===== config.mk =====
export PLATFORM = sky130hd
export DESIGN_NAME = gerenciador_necessidades
export DESIGN_NICKNAME = d
export VERILOG_FILES = /design/src/rtl/tamagotchi_pkg.sv /design/src/rtl/gerador_tick.sv /design/src/rtl/gerenciador_necessidades.sv
export SDC_FILE = /design/constraint.sdc
export NUM_CORES = 1
export LEC_CHECK = 0
export CORE_UTILIZATION = 35
export DETAILED_ROUTE_END_ITERATION = 16
export PLACE_DENSITY = 0.61
export SLEW_MARGIN = 10
export SYNTH_ARGS = -nofsm -noshare
export SYNTH_HDL_FRONTEND = slang
export SYNTH_SLANG_ARGS = --single-unit

===== constraint.sdc =====
create_clock -name clk -period 2.9 [get_ports clk]
set_input_delay 0.58 -clock clk [delete_from_list [all_inputs] [get_ports clk]]
set_output_delay 0.58 -clock clk [all_outputs]
set_load 0.02 [all_outputs]

===== src/rtl/tamagotchi_pkg.sv =====
// Shared definitions for the Tamagotchi core: activity-state encodings,
// default level width, per-state level deltas and ageing constants.
package tamagotchi_pkg;

   // Activity states driven by the state controller (one-hot, IDLE = all zero)
   typedef enum logic [3:0] {
      IDLE       = 4'b0000,
      DORMINDO   = 4'b0001,
      COMENDO    = 4'b0010,
      DANDO_AULA = 4'b0100,
      MORTO      = 4'b1000
   } estado_t;

   localparam int NIVEL_W_PADRAO = 7;

   // Per-tick deltas are small signed numbers; 4 bits covers -8..+7
   localparam int DELTA_W = 4;

   localparam logic signed [DELTA_W-1:0] D_ENERGIA_IDLE     = -4'sd1;
   localparam logic signed [DELTA_W-1:0] D_SACIEDADE_IDLE   = -4'sd1;
   localparam logic signed [DELTA_W-1:0] D_ENERGIA_DORMINDO = 4'sd2;
   localparam logic signed [DELTA_W-1:0] D_SACIEDADE_DORMINDO = -4'sd1;
   localparam logic signed [DELTA_W-1:0] D_ENERGIA_COMENDO  = -4'sd1;
   localparam logic signed [DELTA_W-1:0] D_SACIEDADE_COMENDO = 4'sd3;
   localparam logic signed [DELTA_W-1:0] D_ENERGIA_AULA     = -4'sd2;
   localparam logic signed [DELTA_W-1:0] D_SACIEDADE_AULA   = -4'sd2;

   // Ageing: one age unit every 60 ticks, death at age 200
   localparam int TICKS_POR_IDADE = 60;
   localparam int IDADE_MORTE     = 200;

   typedef struct packed {
      logic signed [DELTA_W-1:0] d_energia;
      logic signed [DELTA_W-1:0] d_saciedade;
   } deltas_t;

   // Unknown or multi-hot encodings fall back to the IDLE deltas; MORTO is
   // handled by the caller (levels frozen), so its value here is irrelevant.
   function automatic deltas_t deltas_de(input logic [3:0] estado);
      deltas_t d;
      case (estado)
         DORMINDO: begin
            d.d_energia   = D_ENERGIA_DORMINDO;
            d.d_saciedade = D_SACIEDADE_DORMINDO;
         end
         COMENDO: begin
            d.d_energia   = D_ENERGIA_COMENDO;
            d.d_saciedade = D_SACIEDADE_COMENDO;
         end
         DANDO_AULA: begin
            d.d_energia   = D_ENERGIA_AULA;
            d.d_saciedade = D_SACIEDADE_AULA;
         end
         default: begin
            d.d_energia   = D_ENERGIA_IDLE;
            d.d_saciedade = D_SACIEDADE_IDLE;
         end
      endcase
      return d;
   endfunction

endpackage


===== src/rtl/gerador_tick.sv =====
// Parameterised prescaler: counts 0..TICK_DIV-1 and raises a one-cycle
// tick while the count sits at TICK_DIV-1. Async active-high reset.
module gerador_tick #(
   parameter int TICK_DIV = 50000000
) (
   input  logic clk,
   input  logic rst,
   output logic tick
);

   localparam int CNT_W = (TICK_DIV > 2) ? $clog2(TICK_DIV) : 1;
   localparam logic [CNT_W-1:0] CNT_MAX = CNT_W'(TICK_DIV - 1);

   logic [CNT_W-1:0] cnt_q;
   logic [CNT_W-1:0] cnt_d;

   // Next count: wrap to zero on the tick cycle
   always_comb begin
      tick  = (cnt_q == CNT_MAX);
      cnt_d = tick ? '0 : cnt_q + 1'b1;
   end

   // Counter register; reset discards any partial period
   // NOTE: sequential state uses non-blocking assignments so every flop samples pre-edge values.
   always_ff @(posedge clk or posedge rst) begin
      if (rst) cnt_q <= '0;
      else     cnt_q <= cnt_d;
   end

endmodule


===== src/rtl/gerenciador_necessidades.sv =====
// Needs manager: on each tick applies the per-state deltas to energia and
// saciedade with clamping to [0, MAX_NIVEL], raises alerts and a sticky
// death flag. Optional ageing is enabled by defining ENVELHECIMENTO_EN.
module gerenciador_necessidades
   import tamagotchi_pkg::*;
#(
   parameter int TICK_DIV      = 50000000,
   parameter int MAX_NIVEL     = 100,
   parameter int LIMIAR_ALERTA = 20,
   parameter int NIVEL_W       = NIVEL_W_PADRAO
) (
   input  logic               clk,
   input  logic               rst,
   input  logic [3:0]         estado,
   output logic [NIVEL_W-1:0] energia,
   output logic [NIVEL_W-1:0] saciedade,
   output logic               alerta_sono,
   output logic               alerta_fome,
   output logic               morreu,
   output logic [7:0]         idade
);

   localparam int SW = NIVEL_W + 2;
   localparam logic signed [SW-1:0] MAX_S = SW'(MAX_NIVEL);
   localparam logic [NIVEL_W-1:0] MAX_N = NIVEL_W'(MAX_NIVEL);
   localparam logic [NIVEL_W-1:0] LIM_N = NIVEL_W'(LIMIAR_ALERTA);

   logic               tick;
   logic [NIVEL_W-1:0] energia_q, energia_d;
   logic [NIVEL_W-1:0] saciedade_q, saciedade_d;
   logic               morreu_q, morreu_d;
   logic               morte_idade;
   deltas_t            deltas;
   logic signed [SW-1:0] e_soma, s_soma;

   gerador_tick #(
      .TICK_DIV(TICK_DIV)
   ) u_gerador_tick (
      .clk (clk),
      .rst (rst),
      .tick(tick)
   );

   // Clamp a signed sum into [0, MAX_NIVEL]
   function automatic logic [NIVEL_W-1:0] satura(input logic signed [SW-1:0] v);
      if (v < 0)          return '0;
      else if (v > MAX_S) return MAX_N;
      else                return v[NIVEL_W-1:0];
   endfunction

`ifdef ENVELHECIMENTO_EN
   logic [5:0] cnt_idade_q, cnt_idade_d;
   logic [7:0] idade_q, idade_d;

   // Age counter: one age unit per 60 live ticks, saturating at 255
   always_comb begin
      cnt_idade_d = cnt_idade_q;
      idade_d     = idade_q;
      if (!morreu_q && tick) begin
         if (cnt_idade_q == 6'(TICKS_POR_IDADE - 1)) begin
            cnt_idade_d = '0;
            if (idade_q != 8'hFF) idade_d = idade_q + 8'd1;
         end else begin
            cnt_idade_d = cnt_idade_q + 6'd1;
         end
      end
      morte_idade = (idade_d != idade_q) && (idade_d == 8'(IDADE_MORTE));
   end

   // Age registers
   always_ff @(posedge clk or posedge rst) begin
      if (rst) begin
         cnt_idade_q <= '0;
         idade_q     <= '0;
      end else begin
         cnt_idade_q <= cnt_idade_d;
         idade_q     <= idade_d;
      end
   end

   assign idade = idade_q;
`else
   assign morte_idade = 1'b0;
   assign idade       = '0;
`endif

   // Next levels and death flag; everything freezes once morreu is set
   // NOTE: every signal written here gets a default first so no latch is inferred.
   always_comb begin
      deltas      = deltas_de(estado);
      e_soma      = $signed({2'b00, energia_q})
                  + $signed({{(SW-DELTA_W){deltas.d_energia[DELTA_W-1]}}, deltas.d_energia});
      s_soma      = $signed({2'b00, saciedade_q})
                  + $signed({{(SW-DELTA_W){deltas.d_saciedade[DELTA_W-1]}}, deltas.d_saciedade});
      energia_d   = energia_q;
      saciedade_d = saciedade_q;
      morreu_d    = morreu_q;
      if (!morreu_q) begin
         if (estado == MORTO) begin
            morreu_d = 1'b1;
         end else if (tick) begin
            energia_d   = satura(e_soma);
            saciedade_d = satura(s_soma);
            if (energia_d == '0 || saciedade_d == '0) morreu_d = 1'b1;
         end
         if (morte_idade) morreu_d = 1'b1;
      end
   end

   // Level and death registers
   always_ff @(posedge clk or posedge rst) begin
      if (rst) begin
         energia_q   <= MAX_N;
         saciedade_q <= MAX_N;
         morreu_q    <= 1'b0;
      end else begin
         energia_q   <= energia_d;
         saciedade_q <= saciedade_d;
         morreu_q    <= morreu_d;
      end
   end

   assign energia     = energia_q;
   assign saciedade   = saciedade_q;
   assign morreu      = morreu_q;
   assign alerta_sono = (energia_q <= LIM_N);
   assign alerta_fome = (saciedade_q <= LIM_N);

endmodule


==> results of run 1 <==
[sequential cells by signal, indices dropped and copies added, names as in the netlist]
register              cells
energia                   7
morreu                    1
saciedade                 7
u_gerador_tick.cnt_q     26
[cell families (layout without fill, tap and decap cells)]
kind of cell | count (synthesis) | in the layout | share of synthesized area
compound gates | 57 | 57 | 0.1434
mux | 2 | 2 | 0.007616
buf+inv | 35 | 110 | 0.05958
other cells | 1 | 8 | 0.001343
simple gates | 112 | 112 | 0.2245
fa+ha+maj | 18 | 18 | 0.08065
flops | 41 | 41 | 0.3701
xor+xnor | 36 | 36 | 0.1129
[layer usage]
| metal | up-vias | track usage |
|---|---|---|
| li1 | 1221 | - |
| met1 | 1195 | 0.2224 |
| met2 | 40 | 0.2753 |
| met3 | 4 | 0.03183 |
| met4 | 0 | 0.03439 |
| met5 | - | 0 |
[power by group through the flow]
stage          registers (mW)  clock network [mW]  logic, mW
4_1_cts                 0.580               0.484      0.176
6_report                0.580               0.470      0.188
3_3_place_gp            0.590                   0      0.168
5_1_grt                 0.580               0.510      0.204
3_5_place_dp            0.591                   0      0.169
2_1_floorplan           0.594                   0     0.0962
[worst paths after layout]
path                       depth (start not counted)                        to    startpoint
setup / recovery                                  11              saciedade[4]     estado[2]
setup reg to reg                                   9              saciedade[4]  saciedade[0]
max in group asynchronous                          3                energia[6]           rst
min in group asynchronous                          3  u_gerador_tick.cnt_q[22]           rst
hold / removal                                     2                energia[5]    energia[5]
hold reg to reg                                    2                energia[5]    energia[5]
[synthesized netlist by cell type, types with 2 or more instances]
cell type | n | area share
sky130_fd_sc_hd__a211oi_1 | 4 | 0.011
sky130_fd_sc_hd__a21o_1 | 4 | 0.011
sky130_fd_sc_hd__a21oi_1 | 7 | 0.013
sky130_fd_sc_hd__a22o_1 | 4 | 0.013
sky130_fd_sc_hd__a311oi_1 | 4 | 0.013
sky130_fd_sc_hd__a31oi_1 | 2 | 0.0045
sky130_fd_sc_hd__and3_1 | 5 | 0.011
sky130_fd_sc_hd__and4_1 | 4 | 0.013
sky130_fd_sc_hd__buf_4 | 9 | 0.024
sky130_fd_sc_hd__clkbuf_1 | 2 | 0.0027
sky130_fd_sc_hd__dfrtp_1 | 35 | 0.31
sky130_fd_sc_hd__dfstp_2 | 6 | 0.056
sky130_fd_sc_hd__ha_1 | 18 | 0.081
sky130_fd_sc_hd__inv_1 | 20 | 0.027
sky130_fd_sc_hd__nand2_1 | 18 | 0.024
sky130_fd_sc_hd__nand2b_1 | 5 | 0.011
sky130_fd_sc_hd__nand3_1 | 14 | 0.025
sky130_fd_sc_hd__nand4_1 | 7 | 0.016
sky130_fd_sc_hd__nor2_1 | 31 | 0.042
sky130_fd_sc_hd__nor2b_1 | 4 | 0.0090
sky130_fd_sc_hd__nor3_1 | 5 | 0.0090
sky130_fd_sc_hd__nor3b_1 | 2 | 0.0054
sky130_fd_sc_hd__nor4_1 | 3 | 0.0067
sky130_fd_sc_hd__o21a_1 | 4 | 0.011
sky130_fd_sc_hd__o21ai_0 | 6 | 0.011
sky130_fd_sc_hd__o21ai_1 | 9 | 0.016
sky130_fd_sc_hd__o221ai_1 | 2 | 0.0063
sky130_fd_sc_hd__o311a_1 | 2 | 0.0072
sky130_fd_sc_hd__or2_2 | 2 | 0.0045
sky130_fd_sc_hd__or3_1 | 4 | 0.0090
sky130_fd_sc_hd__xnor2_1 | 17 | 0.053
sky130_fd_sc_hd__xor2_1 | 19 | 0.060
[critical path: stages]
cell                       delay, ns
sky130_fd_sc_hd__clkbuf_2       0.11
sky130_fd_sc_hd__buf_4          0.14
sky130_fd_sc_hd__inv_2          0.07
sky130_fd_sc_hd__nand4b_4       0.22
sky130_fd_sc_hd__ha_4           0.33
sky130_fd_sc_hd__nor2_4         0.12
sky130_fd_sc_hd__a211oi_4       0.07
sky130_fd_sc_hd__or4_1          0.51
sky130_fd_sc_hd__o211a_2        0.16
sky130_fd_sc_hd__or4b_4         0.58
sky130_fd_sc_hd__o21ai_2        0.16
[layout by cell type (no fill, tap or decap), types with 3 or more instances in the layout]
master / n
sky130_fd_sc_hd__buf_4: 57
sky130_fd_sc_hd__dfrtp_1: 35
sky130_fd_sc_hd__nor2_1: 28
sky130_fd_sc_hd__inv_1: 19
sky130_fd_sc_hd__nand2_1: 18
sky130_fd_sc_hd__xor2_1: 18
sky130_fd_sc_hd__clkdlybuf4s50_1: 18
sky130_fd_sc_hd__xnor2_1: 16
sky130_fd_sc_hd__nand3_1: 14
sky130_fd_sc_hd__ha_1: 11
sky130_fd_sc_hd__conb_1: 8
sky130_fd_sc_hd__nand4_1: 7
sky130_fd_sc_hd__a21oi_1: 6
sky130_fd_sc_hd__o21ai_0: 6
sky130_fd_sc_hd__clkbuf_8: 6
sky130_fd_sc_hd__dfstp_2: 6
sky130_fd_sc_hd__and3_1: 5
sky130_fd_sc_hd__o21ai_1: 5
sky130_fd_sc_hd__and4_1: 4
sky130_fd_sc_hd__nand2b_1: 4
sky130_fd_sc_hd__nor3_1: 4
sky130_fd_sc_hd__o21a_1: 4
sky130_fd_sc_hd__or3_1: 4
sky130_fd_sc_hd__nor2b_1: 4
sky130_fd_sc_hd__a22o_1: 4
sky130_fd_sc_hd__o21ai_2: 4
sky130_fd_sc_hd__a21o_1: 4
sky130_fd_sc_hd__ha_4: 4
sky130_fd_sc_hd__clkbuf_2: 4
sky130_fd_sc_hd__nor4_1: 3
sky130_fd_sc_hd__a311oi_1: 3
sky130_fd_sc_hd__a211oi_1: 3
sky130_fd_sc_hd__ha_2: 3
[repair_timing]
action,CTS,global route
resized for setup,19,26
endpoints found under the setup margin,15,14
buffers inserted,0,1
pin swaps,2,11
[cell type report]
type / instances / area, µm²
Clock inverter: 1 / 30.03
Timing Repair Buffer: 80 / 639.4
Clock buffer: 7 / 86.33
Inverter: 22 / 83.83
Sequential cell: 41 / 1033
Tap cell: 102 / 127.6
Multi-Input combinational cell: 233 / 1818
Fill cell: 731 / 3909
[stage by stage]
step	area (µm²)	instances	setup slack, ns	power (mW)
global placement	3520	477	-0.4996	0.7582
CTS	3734	485	0.002451	1.239
global route	3819	486	0.005097	1.294
detailed placement	3520	477	-0.6238	0.7599
floorplan	2828	309	0.05720	0.6902
finish	3819	486	0.06484	1.238
==> qor.txt, run 1 <==
Critical path peak fanout - 6
Worst-case clock buffer depth - 2
Clock slew at the register clock pins of the worst setup and hold paths - 0.08 ns
Final antenna diode count - 0
Switching fraction of total power - 0.2365
Share of post-route cells with drive strength above 1 - 0.2943
Post-DR wirelength/cell - 13.50 µm
Count of max-cap constraint violations - 0
Final net count - 407
Class of the most critical hold timing path - register to register
Number of antenna violations at the first check in global routing - 0
Sequential fraction of the synthesis area - 0.3701
Min Tclk post-route - 2.835 ns
Library cells used by synthesis - 56
Detailed-router iteration count before antenna repair - 4
Startpoint class of the critical path - primary input
Number of buffers inserted for hold repair after clock tree synthesis - 0
Combinational group share of total power - 0.152
Required time worst endpoint - 3.12 ns
Largest clock skew in the final design - 0.01069 ns
Post-synthesis instance area - 2793 µm²
Actual slew at the worst max-slew pin - 0.5642 ns
Iteration-0 DRC Markers - 56
Clk network pwr share - 0.380
Post-detailed-route count of antenna-violating nets - 0
Final worst path period share - 0.9776
TNS Setup - 0 ns
Final worst hold slack - 0.4957 ns
Core area - 7727 µm²
Synthesized flop and latch total - 41
Setup-failing EPs final - 0
Finished Core Util - 0.4942
Chip Height - 91.33 µm
Gp weighted congestion - 0.8075
CP endpoint kind - register
Count of vias placed by the detailed router - 2460
Uppermost layer routed - met4
Cell-internal power - 0.9450 mW
Largest net degree at the start of global routing - 42
Met3 Routed Length - 181 µm
Insertion delay to the later sink of the worst-skew pair - 0.29 ns
Critical path start-end classification - primary input to register
Drt total wl - 6.559 mm
Slew margin rel. - 0.6204
Number of top-level design ports - 31
Most instantiated flip-flop cell in the synthesis netlist - sky130_fd_sc_hd__dfrtp_1
Synthesized area per cell - 9.247 µm²
Fmax achieved - 0.3527 GHz
RSZ-0062 raised after global routing - false
Run status - completed
Initial Utilization - 0.3614
CTS root buffer - sky130_fd_sc_hd__clkbuf_8
Quantity of I/O buffers inserted on ports - 22
Deepest level of the CTS H-tree - 2
Rows - 32
Die width - 91.33 µm
Final slew viol count - 0
PD cells - 324.1 nW/µm²
Reg-to-reg slack, setup - 0.33 ns
Total net switching power - 0.2927 mW
Vias in the first global route - 2397
Wl on met1 - 3.162 mm
Final Hold Vio Count - 0
Vias/cell - 5.062
Die outline area - 8340 µm²
Remaining global-route overflow - 0
Fraction of registers with async set/reset - 1.000
Gate count after technology mapping - 302
TritonCTS clock tree - yes
Post-synth EDFFs - 0
Leakage - 1.744 nW
Area added between synthesis and finish - 36.74%
Endpoint arrival time on the critical path - 3.06 ns
GRT Util Overall - 0.1651
DP Wirelength - 4.904 mm
Number of remaining DRC errors - 0
Ys Warns - 0
Worst IR Drop VDD - 183.1 µV
Share of power burned in registers - 0.468
Met2 wire length - 3.183 mm
First-pass GRT wire length - 11.12 mm
Clock buffers created by TritonCTS - 5
Num Clock Sinks - 41
Note: power is estimated with default switching activity, not from simulation.
==> inputs of run 2 (changes only) <==
HOLD_SLACK_MARGIN = 0.15   (was not set)
clock period = 2.96 ns   (was 2.9 ns; I/O delays follow)
==> run 2 against run 1 <==
Against the previous run: flip-flop and latch count did not move; total power is 8.3% lower; register-to-register slack improved by 0.19 ns; hold slack hardly changed; critical path type unchanged; largest power group unchanged.
==> qor.txt, run 2 (synthesized netlist as in run 1, its figures left out) <==
Min Tclk post-route - 2.832 ns
Flip-flop count of the largest register, all copies and words added - 26 (unchanged)
Clock slew at the register clock pins of the worst setup and hold paths - 0.08 ns (about the same)
Share of post-route cells with drive strength above 1 - 0.2658 (-0.02848)
Highest-count cells in the layout ignoring fill and taps - sky130_fd_sc_hd__buf_4 (54), sky130_fd_sc_hd__dfrtp_1 (35), sky130_fd_sc_hd__nor2_1 (29)
Area added between synthesis and finish - 32.48%
Initial Utilization - 0.3614 (unchanged)
Number of top-level design ports - 31 (unchanged)
Critical path start-end classification - primary input to register
GRT Util Overall - 0.1593 (-0.005722)
Core area - 7727 µm² (unchanged)
TritonCTS clock tree - yes
Total placed cells including tap cells - 471 (-1.3%)
First-pass GRT wire length - 10.85 mm (-2.4%)
Post-DR wirelength/cell - 13.31 µm (-1.4%)
Final slew viol count - 0 (unchanged)
Fmax achieved - 0.3532 GHz
Setup-failing EPs final - 0 (unchanged)
Iteration-0 DRC Markers - 96 (+71%)
DP Wirelength - 4.799 mm (-2.2%)
Fin worst setup slack - 0.1285 ns (+0.06366 ns)
Rows - 32 (unchanged)
Largest net degree at the start of global routing - 42 (unchanged)
Total power draw - 1.135 mW (-8.3%)
Critical path peak fanout - 6 (unchanged)
Worst-case clock buffer depth - 2 (unchanged)
Die width - 91.33 µm (unchanged)
Class of the most critical hold timing path - register to register
Final net count - 403 (-0.98%)
Chip Height - 91.33 µm (unchanged)
Largest register by flop count - u_gerador_tick.cnt_q
Gp weighted congestion - 0.8319 (+3.0%)
CP endpoint kind - register
Final worst hold slack - 0.4961 ns (+0.0004110 ns)
Insertion delay to the later sink of the worst-skew pair - 0.29 ns (about the same)
Die outline area - 8340 µm² (unchanged)
Top delay family on crit path - simple AND/OR/NAND/NOR gates
Dpl ws - -0.5849 ns (+0.03889 ns)
CTS root buffer - sky130_fd_sc_hd__clkbuf_8
RSZ-0062 raised after global routing - false
Clock buffers created by TritonCTS - 5 (unchanged)
Run status - completed
Worst IR Drop VDD - 172.6 µV (-5.7%)
Actual slew at the worst max-slew pin - 0.6345 ns (+0.07031 ns)
Largest clock skew in the final design - 0.005144 ns (-0.005545 ns)
Deepest level of the CTS H-tree - 2 (unchanged)
Remaining global-route overflow - 0 (unchanged)
Count of vias placed by the detailed router - 2433 (-1.1%)
Quantity of I/O buffers inserted on ports - 22 (unchanged)
Number of remaining DRC errors - 0 (unchanged)
Post-detailed-route count of antenna-violating nets - 0 (unchanged)
Num Clock Sinks - 41 (unchanged)
Vias in the first global route - 2328 (-2.9%)
Final non-filler cell total - 482 (-0.82%)
Final Hold Vio Count - 0 (unchanged)
CP max stage delay - 0.37 ns (-0.21 ns)
Final worst path period share - 0.9566
Reg-to-reg slack, setup - 0.52 ns (+0.19 ns)
Required time worst endpoint - 3.19 ns (+0.07 ns)
Slew margin rel. - 0.5703 (-0.05009)
Detailed-router iteration count before antenna repair - 4 (unchanged)
TNS Setup - 0 ns (unchanged)
Endpoint arrival time on the critical path - 3.06 ns (about the same)
Number of antenna violations at the first check in global routing - 0 (unchanged)
Slowest cell on the critical path - sky130_fd_sc_hd__or3_1
Count of max-cap constraint violations - 0 (unchanged)
Drt total wl - 6.414 mm (-2.2%)
Startpoint class of the critical path - primary input
Final antenna diode count - 0 (unchanged)
Vias/cell - 5.048 (-0.28%)
Buffer and inverter count on the worst path - 3 (unchanged)
Leakage - 1.715 nW (-1.7%)
Most frequent standard cell in the layout excluding fill and tap cells - sky130_fd_sc_hd__buf_4
Cells traversed along the worst timing path - clkdlybuf4s15_1, nor4b_4, inv_2, ha_2, or3_1, a2bb2oi_1, buf_4, xnor2_1, o311a_1, nor4_4, a22o_1
PD cells - 306.7 nW/µm² (-5.4%)
-- run 2: path summary, 6_finish.rpt --
path | depth (start not counted) | end | from
max reg2reg | 9 | saciedade[0] | saciedade[0]
max in group asynchronous | 3 | energia[6] | rst
min in group asynchronous | 3 | u_gerador_tick.cnt_q[5] | rst
min reg2reg | 1 | u_gerador_tick.cnt_q[4] | u_gerador_tick.cnt_q[4]
max | 11 | energia[0] | estado[0]
min | 1 | u_gerador_tick.cnt_q[4] | u_gerador_tick.cnt_q[4]
-- run 2: final cells by class --
| cell class | count | area [µm²] |
|---|---|---|
| fill | 742 | 4028 |
| inverter | 22 | 83.83 |
| tap | 102 | 127.6 |
| clock buffer | 7 | 96.34 |
| multi-input combinational | 233 | 1743 |
| timing repair buffer | 76 | 610.6 |
| sequential | 41 | 1033 |
| clock inverter | 1 | 5.005 |
-- run 2: metal layers --
layer,wire (µm),global-route usage,share of wire,vias to the layer above
met5,0,0,0,-
met4,23,0.04101,0.0036,0
met3,202,0.02848,0.031,2
met2,3020,0.2588,0.47,38
met1,3167,0.2187,0.49,1182
li1,-,-,-,1211
-- run 2: timing repair --
| action | in CTS | in global routing |
|---|---|---|
| hold buffers | 0 | 0 |
| setup buffers | 1 | 2 |
| setup endpoints to repair | 15 | 13 |
| gates resized for setup | 10 | 22 |
| cloned | 0 | 0 |
| pin swaps | 3 | 6 |
-- run 2: worst register-to-register path: stages (launching register included) --
cell	delay, ns
sky130_fd_sc_hd__dfrtp_1	0.44
sky130_fd_sc_hd__ha_2	0.21
sky130_fd_sc_hd__inv_1	0.05
sky130_fd_sc_hd__ha_1	0.15
sky130_fd_sc_hd__nand2b_4	0.13
sky130_fd_sc_hd__a211oi_2	0.08
sky130_fd_sc_hd__or4_1	0.49
sky130_fd_sc_hd__o211a_2	0.17
sky130_fd_sc_hd__or4b_4	0.53
sky130_fd_sc_hd__o21ai_1	0.14
-- run 2: report_power, final --
group	internal [mW]	switching, mW
logic	0.0774	0.0917
clock network	0.211	0.186
registers	0.565	0.00374
total	0.853	0.282
-- run 2: metrics by stage --
stage               area [µm²]    util
floorplan                 2828       -
global placement          3475  0.4496
detailed placement        3475  0.4496
CTS                       3606  0.4666
global route              3700  0.4788
finish                    3700  0.4788
